$ cat config.mk
export PLATFORM = sky130hd
export DESIGN_NAME = truth_table_sweeper
export DESIGN_NICKNAME = d
export VERILOG_FILES = /design/src/rtl/sweep_pkg.sv /design/src/rtl/sweep_hold_counter.sv /design/src/rtl/truth_table_sweeper.sv
export SDC_FILE = /design/constraint.sdc
export NUM_CORES = 1
export LEC_CHECK = 0
export ABC_AREA = 1
export BUFFER_PORTS_ARGS = -buffer_cell sky130_fd_sc_hd__buf_2
export CORE_MARGIN = 4
export CORE_UTILIZATION = 53
export CTS_CLUSTER_SIZE = 14
export DETAILED_ROUTE_END_ITERATION = 8
export GPL_TIMING_DRIVEN = 0
export HOLD_SLACK_MARGIN = 0.03
export PLACE_DENSITY = 0.79
export RECOVER_POWER = 100
export SLEW_MARGIN = 20
export SYNTH_ARGS = -nofsm -noshare
export SYNTH_HDL_FRONTEND = slang
export SYNTH_SLANG_ARGS = --single-unit
$ cat constraint.sdc
create_clock -name clk -period 1.9 [get_ports clk]
set_input_delay 0.38 -clock clk [delete_from_list [all_inputs] [get_ports clk]]
set_output_delay 0.38 -clock clk [all_outputs]
set_load 0.05 [all_outputs]
$ cat src/rtl/sweep_pkg.sv
// sweep_pkg: shared FSM state encoding and vector-ordering helper for the truth-table sweeper.
package sweep_pkg;

    typedef enum logic [1:0] {
        IDLE  = 2'd0,
        APPLY = 2'd1,
        DONE  = 2'd2
    } state_t;

    function automatic logic [31:0] gray_encode(input logic [31:0] v);
        return v ^ (v >> 1);
    endfunction

endpackage

$ cat src/rtl/sweep_hold_counter.sv
// sweep_hold_counter: counts 0..HOLD_CYCLES-1 while enabled, flags the last cycle of each hold.
module sweep_hold_counter #(
    parameter int HOLD_CYCLES = 2
) (
    input  logic clk,
    input  logic rst,
    input  logic clr,
    input  logic en,
    output logic tc
);

    localparam int W = HOLD_CYCLES > 1 ? $clog2(HOLD_CYCLES) : 1;

    logic [W-1:0] cnt;

    assign tc = cnt == W'(HOLD_CYCLES - 1);

    // wrap to zero on terminal count so the next vector starts a fresh hold
    always_ff @(posedge clk or posedge rst)
        if (rst)
            cnt <= '0;
        else if (clr || (en && tc))
            cnt <= '0;
        else if (en)
            cnt <= cnt + W'(1);

endmodule

$ cat src/rtl/truth_table_sweeper.sv
// truth_table_sweeper: drives every input vector to a combinational DUT and checks it against exp_table (SWEEP_GRAY_EN selects Gray ordering).
module truth_table_sweeper
    import sweep_pkg::*;
#(
    parameter int N_IN        = 3,
    parameter int HOLD_CYCLES = 2
) (
    input  logic                 clk,
    input  logic                 rst,
    input  logic                 start,
    input  logic [2**N_IN-1:0]   exp_table,
    input  logic                 dut_out,
    output logic [N_IN-1:0]      vec_out,
    output logic                 busy,
    output logic                 done,
    output logic                 pass,
    output logic [N_IN:0]        err_count,
    output logic [N_IN-1:0]      fail_idx,
    output logic                 fail_valid
);

    state_t          state, state_nx;
    logic [N_IN-1:0] idx;
    logic            tc, launch, cmp, last, mismatch;

    assign busy     = state == APPLY;
    assign done     = state == DONE;
    assign pass     = done && err_count == '0;
    assign launch   = !busy && start;
    assign cmp      = busy && tc;
    assign last     = &idx;
    assign mismatch = dut_out != exp_table[vec_out];

`ifdef SWEEP_GRAY_EN
    assign vec_out = N_IN'(gray_encode(32'(idx)));
`else
    assign vec_out = idx;
`endif

    sweep_hold_counter #(.HOLD_CYCLES(HOLD_CYCLES)) u_hold (
        .clk (clk),
        .rst (rst),
        .clr (launch),
        .en  (busy),
        .tc  (tc)
    );

    // state register
    always_ff @(posedge clk or posedge rst)
        if (rst)
            state <= IDLE;
        else
            state <= state_nx;

    // start launches from IDLE or DONE; the final compare ends the sweep
    always_comb begin
        state_nx = state;
        state_nx = launch ? APPLY : (cmp && last) ? DONE : state;
    end

    // index stepping and error bookkeeping on compare edges; idx parks on the last vector
    always_ff @(posedge clk or posedge rst)
        if (rst) begin
            idx        <= '0;
            err_count  <= '0;
            fail_idx   <= '0;
            fail_valid <= 1'b0;
        end else if (launch) begin
            idx        <= '0;
            err_count  <= '0;
            fail_idx   <= '0;
            fail_valid <= 1'b0;
        end else if (cmp) begin
            idx <= last ? idx : idx + N_IN'(1);
            if (mismatch) begin
                err_count <= err_count + (N_IN+1)'(1);
                if (!fail_valid) begin
                    fail_idx   <= idx;
                    fail_valid <= 1'b1;
                end
            end
        end

endmodule
==> impl_results.md <==
* Detailed Place HPWL at 1440 um
* Total GRT Usage at 17.2%
* CP Launch Type: flop
* PwrDens at 1950 nW/um^2
* Seq pwr share at 28.2%
* Vias at 773
* Pre-CTS setup slack at 0.439 ns
* Die height at 48.8 um
* CTS tree: built
* Synth Area in XOR/XNOR at 1.98%
* Register-to-Register Path Depth at 7
* Port Buffers at 25
* YS warnings at 0
* Sw frac at 57.6%
* Crit path depth at 4
* Setup violators final at 0
* RSZ-0062 raised after global routing: no
* Clk pin slew, worst setup/hold paths at 0.09 ns
* Prevailing post-synth register cell: dfrtp_1
* Root buf cell: clkbuf_4
* Post-route insts no fill at 151
* Worst endpoint required time at 1.52 ns
* Die ar. at 2380 sq um
* Post-CTS Resized at 0
* TritonCTS Buffers at 3
* Clock Skew at 0.0130 ns
* First-pass GRT wire length at 3260 um
* Final hold slack at 0.117 ns
* Vias in the first global route at 747
* Peak Freq at 0.561 GHz
* Layout Nets at 152
* Number of routed nets with antenna violations at 0
* Max cap viols at 0
* Layout cells sized above 1 at 24.4%
* Hold Path Class: input pin to asynchronous set/reset pin
* Pre-antenna DRT Iters at 4
* Yosys reg bits at 14
* Synth cell count leaders: inv_1, nand2_1, dfrtp_1
* H-tree Lvls at 1
* Compound-cell area share of the yosys netlist at 6.52%
* Synth Area per Inst at 8.33 sq um
* Sequential element share of the synthesized area at 39.7%
* Slowest-stage cell, CP: dfrtp_1
* Setup Total Neg Slack at 0 ns
* Pin count of the biggest net entering global routing at 15
* Net Count, Synth at 122
* Post-synth top area share at 39.7%
* Clk buf depth at 2
* CP Data Arrival Time at 1.40 ns
* Cell internal pwr at 855 uW
* Post-synth cell types at 23
* Leakage at 0.000566 uW
* Fin crit share at 93.8%
* Fillers at 146
* Top Family by Delay on Critical Path: flip-flops
* Postcts setup bufs at 0
* Worst Max-Slew Pin Slew at 0.612 ns
* Critical path type: flop to primary output
* Via density at 5.12
* Initial antenna violation count at 0
* Combinational power share at 61.3%
* Max Slew Vio Count at 0
* Top cells by area, synth: dfrtp_1, nand3_2, inv_1
* Post-synth ARST share at 100%
* Largest family of logic cells by synthesized area: simple AND/OR/NAND/NOR gates
* Starting DRT DRC Count at 19
* # diodes at 0
* Adder-cell share of the synthesized area at 5.67%
* Post-Synth Simple-Gate Area at 35.6%
* Initial Utilization at 57.3%
* Ports at 26
* Total power at 2020 uW
* Setup ws final at 0.117 ns
* Core area at 1540 sq um
* Die width at 48.8 um
* Row count at 14
* Post-Route WL at 1780 um
* Fin. Hold Viols at 0
* Most common cell in the netlist: inv_1
* Clk_lat worst skew at 0.29 ns
* Synth area leader: dfrtp_1
* Number of synthesized flops with an enable pin at 0
* Mux contribution to synthesized area at 0%
* Tmin final at 1.78 ns
* Clock Sinks at 14
* Max Fanout on Critical Path at 6
* Placed cells at 147
* Total grt overflow at 0
* Post-CTS Hold Buffers at 0
* GP Congestion at 0.799
* Crit end category: primary output
* Worst slew margin at 59.4%
* Drt wl/cell at 11.8 um
* Status: completed
* Max IR drop VDD at 0.00103 V
* Worst path bufs/invs at 2
* Clock share of power at 10.5%
* Mapped Cells at 106
* Synth-to-layout area growth at 17.1%
* DRC errors left at 0
* NetSw at 1160 uW
* Synthesized area at 883 sq um
* Slowest cell delay on critical path at 0.45 ns
* Crit path cell chain: inv_1 > ha_1 > and3_1 > clkbuf_2
==> placed cells by master (no fill, tap or decap) <==
cell / synthesis / final
inv_1: 20 / 20
nand2_1: 19 / 19
dfrtp_1: 14 / 14
clkbuf_1: 0 / 13
buf_2: 1 / 11
nand3_1: 10 / 10
nand3_2: 9 / 9
o21ai_0: 4 / 7
nor2_1: 6 / 6
nand4_1: 4 / 4
ha_1: 4 / 4
clkbuf_4: 0 / 3
clkbuf_2: 0 / 2
inv_2: 2 / 1
nand2_2: 1 / 1
nand2_4: 1 / 1
clkinv_1: 0 / 1
clkinvlp_2: 0 / 1
nand2_8: 1 / 1
xnor2_1: 1 / 1
a21oi_2: 1 / 1
nor2_2: 0 / 1
and3_1: 1 / 1
xor2_1: 1 / 1
o22ai_1: 1 / 1
clkbuf_8: 0 / 1
==> final timing paths <==
| kind | startpoint | endpoint | slack, ns |
|---|---|---|---|
| max in group asynchronous | rst | fail_valid | 1.41 |
| worst max register to register | state[0] | err_count[3] | 0.29 |
| worst min register to register | fail_idx[2] | fail_idx[2] | 0.50 |
| worst max-delay path | err_count[0] | pass | 0.12 |
| worst min-delay path | rst | err_count[2] | 0.12 |
| min in group clk | start | state[1] | 0.30 |
==> layout make-up <==
class / count / area (sq um) / share of cell area, %
repair buffers: 25 / 110 / 10.6
inverters: 23 / 87.6 / 8.46
well taps: 16 / 20.0 / 1.93
plain buffers: 1 / 3.75 / 0.363
clock buffers: 4 / 36.3 / 3.51
flip-flops and latches: 14 / 350 / 33.9
multi-input cells: 68 / 427 / 41.2
==> per-stage QoR <==
step,util [%],area (sq um)
final,67.1,1030
after global routing,67.1,1030
after CTS,69.2,1070
after detailed placement,66.9,1030
after global placement,66.9,1030
after floorplan,-,886
==> per-layer routing <==
layer  wire length (um)  global-route usage, %  vias to the layer above
met2                928                   28.0                       14
met3                 91                   5.81                        7
met1                734                   21.6                      351
met5                  0                      0                        -
met4                 29                   4.48                        0
li1                   -                      -                      401
==> state kept, by name, summed over array words and instances, names as in the netlist <==
register,flops
u_hold.tc,1
fail_valid,1
fail_idx,3
vec_out,3
err_count,4
state,2
==> power by group through the flow <==
stage	Clock [uW]	Sequential (uW)	Combinational, uW
finish	211	569	1240
global route	235	592	1380
CTS	220	569	1330
detailed placement	0	575	1330
global placement	0	568	1290
floorplan	0	889	735
==> cell families (layout without fill, tap and decap cells) <==
kind of cell,count (synthesis),in the layout
fa+ha+maj,4,4
compound gates,9,9
buf+inv,24,53
xor+xnor,2,2
flops,14,14
simple gates,53,53
No activity file was read; power rests on OpenSTA's default activity.
